==> src/rtl/fifo_sync_param.sv <==
// rtl/fifo_sync_param.sv - parametrised synchronous FIFO with level, thresholds, sticky errors and flush
// Full DEPTH usage via a separate level register; show-ahead or registered read port.
module fifo_sync_param #(
  parameter int DWIDTH    = 32,
  parameter int AWIDTH    = 4,
  parameter int AFULL_TH  = 2**AWIDTH - 2,
  parameter int AEMPTY_TH = 1,
  parameter bit FWFT      = 1'b1
) (
  input  logic              clock,
  input  logic              reset,
  input  logic              flush,
  input  logic              wr_en,
  input  logic [DWIDTH-1:0] data_in,
  input  logic              rd_en,
  output logic [DWIDTH-1:0] data_out,
  output logic              f_full,
  output logic              f_empty,
  output logic              f_almost_full,
  output logic              f_almost_empty,
  output logic [AWIDTH:0]   level,
  output logic              overflow,
  output logic              underflow
);

  localparam int DEPTH = 1 << AWIDTH;
  localparam logic [AWIDTH:0] DEPTH_LVL  = (AWIDTH+1)'(DEPTH);
  localparam logic [AWIDTH:0] AFULL_LVL  = (AWIDTH+1)'(AFULL_TH);
  localparam logic [AWIDTH:0] AEMPTY_LVL = (AWIDTH+1)'(AEMPTY_TH);

  logic [DWIDTH-1:0] mem_q [DEPTH];
  logic [AWIDTH-1:0] wr_ptr_q, wr_ptr_d;
  logic [AWIDTH-1:0] rd_ptr_q, rd_ptr_d;
  logic [AWIDTH:0]   level_q, level_d;
  logic              overflow_q, overflow_d;
  logic              underflow_q, underflow_d;
  logic              wr_acc, rd_acc;

  // Flags come from the registered level only, so there is no input-to-flag path.
  assign f_full         = (level_q == DEPTH_LVL);
  assign f_empty        = (level_q == '0);
  assign f_almost_full  = (level_q >= AFULL_LVL);
  assign f_almost_empty = (level_q <= AEMPTY_LVL);
  assign level          = level_q;
  assign overflow       = overflow_q;
  assign underflow      = underflow_q;

  assign wr_acc = wr_en && !f_full && !flush;
  assign rd_acc = rd_en && !f_empty && !flush;

  always_comb begin
    wr_ptr_d    = wr_ptr_q;
    rd_ptr_d    = rd_ptr_q;
    level_d     = level_q;
    overflow_d  = overflow_q;
    underflow_d = underflow_q;
    if (flush) begin
      wr_ptr_d    = '0;
      rd_ptr_d    = '0;
      level_d     = '0;
      overflow_d  = 1'b0;
      underflow_d = 1'b0;
    end else begin
      if (wr_acc) wr_ptr_d = wr_ptr_q + AWIDTH'(1);
      if (rd_acc) rd_ptr_d = rd_ptr_q + AWIDTH'(1);
      case ({wr_acc, rd_acc})
        2'b10:   level_d = level_q + (AWIDTH+1)'(1);
        2'b01:   level_d = level_q - (AWIDTH+1)'(1);
        default: level_d = level_q;
      endcase
      if (wr_en && f_full)  overflow_d  = 1'b1;
      if (rd_en && f_empty) underflow_d = 1'b1;
    end
  end

  always_ff @(posedge clock or negedge reset) begin
    if (!reset) begin
      wr_ptr_q    <= '0;
      rd_ptr_q    <= '0;
      level_q     <= '0;
      overflow_q  <= 1'b0;
      underflow_q <= 1'b0;
    end else begin
      wr_ptr_q    <= wr_ptr_d;
      rd_ptr_q    <= rd_ptr_d;
      level_q     <= level_d;
      overflow_q  <= overflow_d;
      underflow_q <= underflow_d;
    end
  end

  // Storage is not reset; a write is suppressed while reset is held low.
  always_ff @(posedge clock) begin
    if (wr_acc && reset) mem_q[wr_ptr_q] <= data_in;
  end

  generate
    if (FWFT) begin : g_show_ahead
      assign data_out = f_empty ? '0 : mem_q[rd_ptr_q];
    end else begin : g_registered
      logic [DWIDTH-1:0] rdata_q;
      always_ff @(posedge clock or negedge reset) begin
        if (!reset)      rdata_q <= '0;
        else if (rd_acc) rdata_q <= mem_q[rd_ptr_q];
      end
      assign data_out = rdata_q;
    end
  endgenerate

endmodule

==> config.mk <==
export PLATFORM = sky130hd
export DESIGN_NAME = fifo_sync_param
export DESIGN_NICKNAME = d
export VERILOG_FILES = /design/src/rtl/fifo_sync_param.sv
export SDC_FILE = /design/constraint.sdc
export NUM_CORES = 1
export LEC_CHECK = 0
export BUFFER_PORTS_ARGS = -buffer_cell sky130_fd_sc_hd__buf_2
export CORE_MARGIN = 10
export CORE_UTILIZATION = 61
export DETAILED_ROUTE_END_ITERATION = 8
export GPL_TIMING_DRIVEN = 0
export HOLD_SLACK_MARGIN = 0.06
export PLACE_DENSITY_LB_ADDON = 0.1
export SYNTH_ARGS = -nofsm -noshare
export SYNTH_HDL_FRONTEND = slang
export SYNTH_SLANG_ARGS = --single-unit
==> constraint.sdc <==
create_clock -name clock -period 5.8 [get_ports clock]
set_input_delay 0.58 -clock clock [delete_from_list [all_inputs] [get_ports clock]]
set_output_delay 0.58 -clock clock [all_outputs]
set_load 0.1 [all_outputs]
==> results_dict.tcl <==
set metrics [dict create \
    fin_crit_sh_pct 82.30 \
    drc_errors 0 \
    fmax_ghz 0.2095 \
    clk_path_buf_depth 3 \
    drt-met1-wl_um 17780 \
    final_nets 1109 \
    p_per_area_nw_per_um2 469.2 \
    dpl.cell_count 1451 \
    grt_pass1_vias 10060 \
    synth_cell_types 39 \
    antennaDiodeCount 0 \
    required_ns 5.22 \
    fin_util_pct 71.07 \
    grt_max_degree 23 \
    start_util_pct 61.88 \
    post-dp-hpwl_um 26770 \
    wl_met2_um 21000 \
    dieArea_um2 40670 \
    place_congestion 0.7508 \
    ioPinCount 80 \
    hold-path-cell-count 2 \
    final_cell_mix "edfxtp_1, mux4_2, buf_2" \
    tightest_slew_ns 1.104 \
    holdWs_ns 0.3247 \
    final_common_cell "edfxtp_1" \
    core_um2 32540 \
    slew_violations 0 \
    crit_path_start "level[1]$_DFFE_PN0P_" \
    finalHoldViolCount 0 \
    cts_buffers 50 \
    netlist_area_um2 20130 \
    detail_route.iter0.violations 890 \
    setup_viol 0 \
    reg2reg_slack_ns 2.06 \
    vdd_ir_drop_max_uv 477.2 \
    startpoint_type "flop" \
    viasPerCell 6.355 \
    firstDrtPassIters 4 \
    synth_seq_cells 527 \
    ys_warn_count 0 \
    cts_tree "done" \
    synthCells 907 \
    die_y_um 201.7 \
    antenna_found_initial 1 \
    worstSetupPathType "reg -> out" \
    cp-end-kind "primary output" \
    outcome "finished clean" \
    synth_nets 954 \
    fp-row-count 66 \
    cts_htree_levels 2 \
    worstReg2RegStart "level[1]$_DFFE_PN0P_" \
    met3_length_um 3294 \
    root_buffer "clkbuf_16" \
    gr-total-overflow 0 \
    clock_skew_ns 0.01254 \
    vias 9787 \
    cap_violations 0 \
    top_layer "met5" \
    drt.antenna.violating_nets 0 \
    path_max_fanout 10 \
    final_layout_size_suffix_gt1_share_pct 30.69 \
    grt.total_usage_pct 21.36 \
    synth-seq-area-share_pct 78.23 \
    slew_headroom_pct 25.98 \
    grt_pass1_wl_um 65070 \
    finalWirelength_um 42970 \
    r2r-end "mem_q[2][2]$_DFFE_PP_" \
    endpoint "data_out[19]" \
    clkTransAtPathRegs_ns 0.06 \
    num-fill-cells 1966 \
    hold_class "in -> reg" \
    ff2ff_path_depth 8 \
    worstPathArrival_ns 4.19 \
    power_leakage_uw 0.007461 \
    synthToLayoutAreaGrowth_pct 14.87 \
    portBuffers 77 \
    syn_avg_cell_area_um2 22.20 \
    finalNonFillerCells 1540 \
    clock_latency_ns 0.57 \
    rsz0062_at_grt "false" \
    die_x_um 201.7 \
    wl_per_cell_um 27.90 \
    clock-sinks 527 \
    final.min_clock_period_ns 4.773 \
]
[what timing repair did]
item / CTS / global route
gates resized for setup: 0 / 0
endpoints found under the hold margin: 15 / 0
setup buffers: 0 / 0
hold buffers: 1 / 0
[metal layers]
metal | global-route usage (%) | vias up
li1 | - | 4121
met1 | 30.03 | 5185
met2 | 33.91 | 401
met3 | 4.418 | 78
met4 | 5.557 | 2
met5 | 0 | -
[worst min path at each step]
stage / from / to / slack, ns
2_1_floorplan: reset / level[0]$_DFFE_PN0P_ / 0.28
3_3_place_gp: overflow$_DFFE_PN0P_ / overflow$_DFFE_PN0P_ / 0.47
3_5_place_dp: overflow$_DFFE_PN0P_ / overflow$_DFFE_PN0P_ / 0.48
4_1_cts: flush / level[1]$_DFFE_PN0P_ / 0.31
5_1_grt: flush / level[1]$_DFFE_PN0P_ / 0.34
6_report: flush / level[1]$_DFFE_PN0P_ / 0.32
[sequential cells by signal, summed over array words and instances (netlist names)]
register and flops:
level 5, wr_ptr_q 4, rd_ptr_q 4, overflow 1
underflow 1, mem_q 512
[final cells by class]
type | count | area (um^2) | share of cell area, %
inverter | 8 | 30.03 | 0.1299
timing repair buffer | 103 | 789.5 | 3.414
clock buffer | 62 | 1318 | 5.697
clock inverter | 26 | 222.7 | 0.9631
tap | 442 | 553.0 | 2.392
buffer | 48 | 206.4 | 0.8928
multi-input combinational | 324 | 4255 | 18.40
sequential | 527 | 15750 | 68.11
[Yosys cell counts]
cell type  instances  area (um^2)
a31oi_1            2        12.51
o21bai_1           1        7.510
a221oi_2           1        15.01
xor2_1             3        26.28
mux2_2             3        33.78
or4b_4             1        13.76
mux4_2           128         2883
nor3b_1            2        15.01
inv_1              8        30.03
a21oi_1            4        20.02
nand2_1           40        150.1
ha_1              10        125.1
nor2b_1            2        12.51
o21a_1             1        7.510
xnor2_1            3        26.28
nor4_1             1        6.260
and3_2             1        7.510
mux2i_1            1        10.01
buf_6              1        11.26
buf_2             15        75.07
dfrtp_1           15        375.4
xnor3_2            1        23.77
nor2_1            30        112.6
a22oi_1           64        480.5
nand2b_1           2        12.51
nand4bb_1          1        11.26
nand3_1            6        30.03
and2_4             1        8.760
a211oi_1           1        7.510
nor3_1             8        40.04
clkbuf_1          31        116.4
a41oi_1            1        8.760
buf_1              1        3.750
maj3_2             1        11.26
and3_1             1        6.260
o21ai_0            1        5.000
nand2_2            1        6.260
nor4b_1            1        8.760
edfxtp_1         512        15370
[worst max-delay path, stage by stage (launching register included)]
cell and delay, ns:
dfrtp_1 0.49, inv_1 0.14, ha_1 0.24, or4b_4 0.25, inv_1 0.11, nor3b_1 0.86
clkbuf_1 0.65, a22oi_1 0.27, nand2_1 0.17, buf_2 0.44
[cells by family after synthesis]
kind of cell / share of synthesized area (%)
DFF: 78.23
xor gates and xnor gates: 0.3792
and+or+nand+nor: 2.194
buffers and inverters: 1.175
adders and majority gates: 0.6774
AOI/OAI and AO/OA: 2.803
muxes: 14.54
[where the power goes]
part           total [uW]  internal [uW]  switching, uW  leakage, uW
clock network        3110           1780           1330     0.000757
logic                3470            994           2470      0.00190
registers            4270           4230           43.6      0.00481
total               10900           7000           3850      0.00746
[through the flow]
step / setup TNS, ns / total power (uW) / cell area, um^2 / setup WS, ns
detailed placement: 0 / 7845 / 21570 / 1.660
global route: 0 / 11220 / 23120 / 0.8502
CTS: 0 / 10920 / 23120 / 1.054
finish: 0 / 10850 / 23120 / 1.027
floorplan: 0 / 7110 / 20130 / 0.2229
global placement: -134.02 / 7824 / 21070 / -1.108
Note: power is estimated with default switching activity, not from simulation.
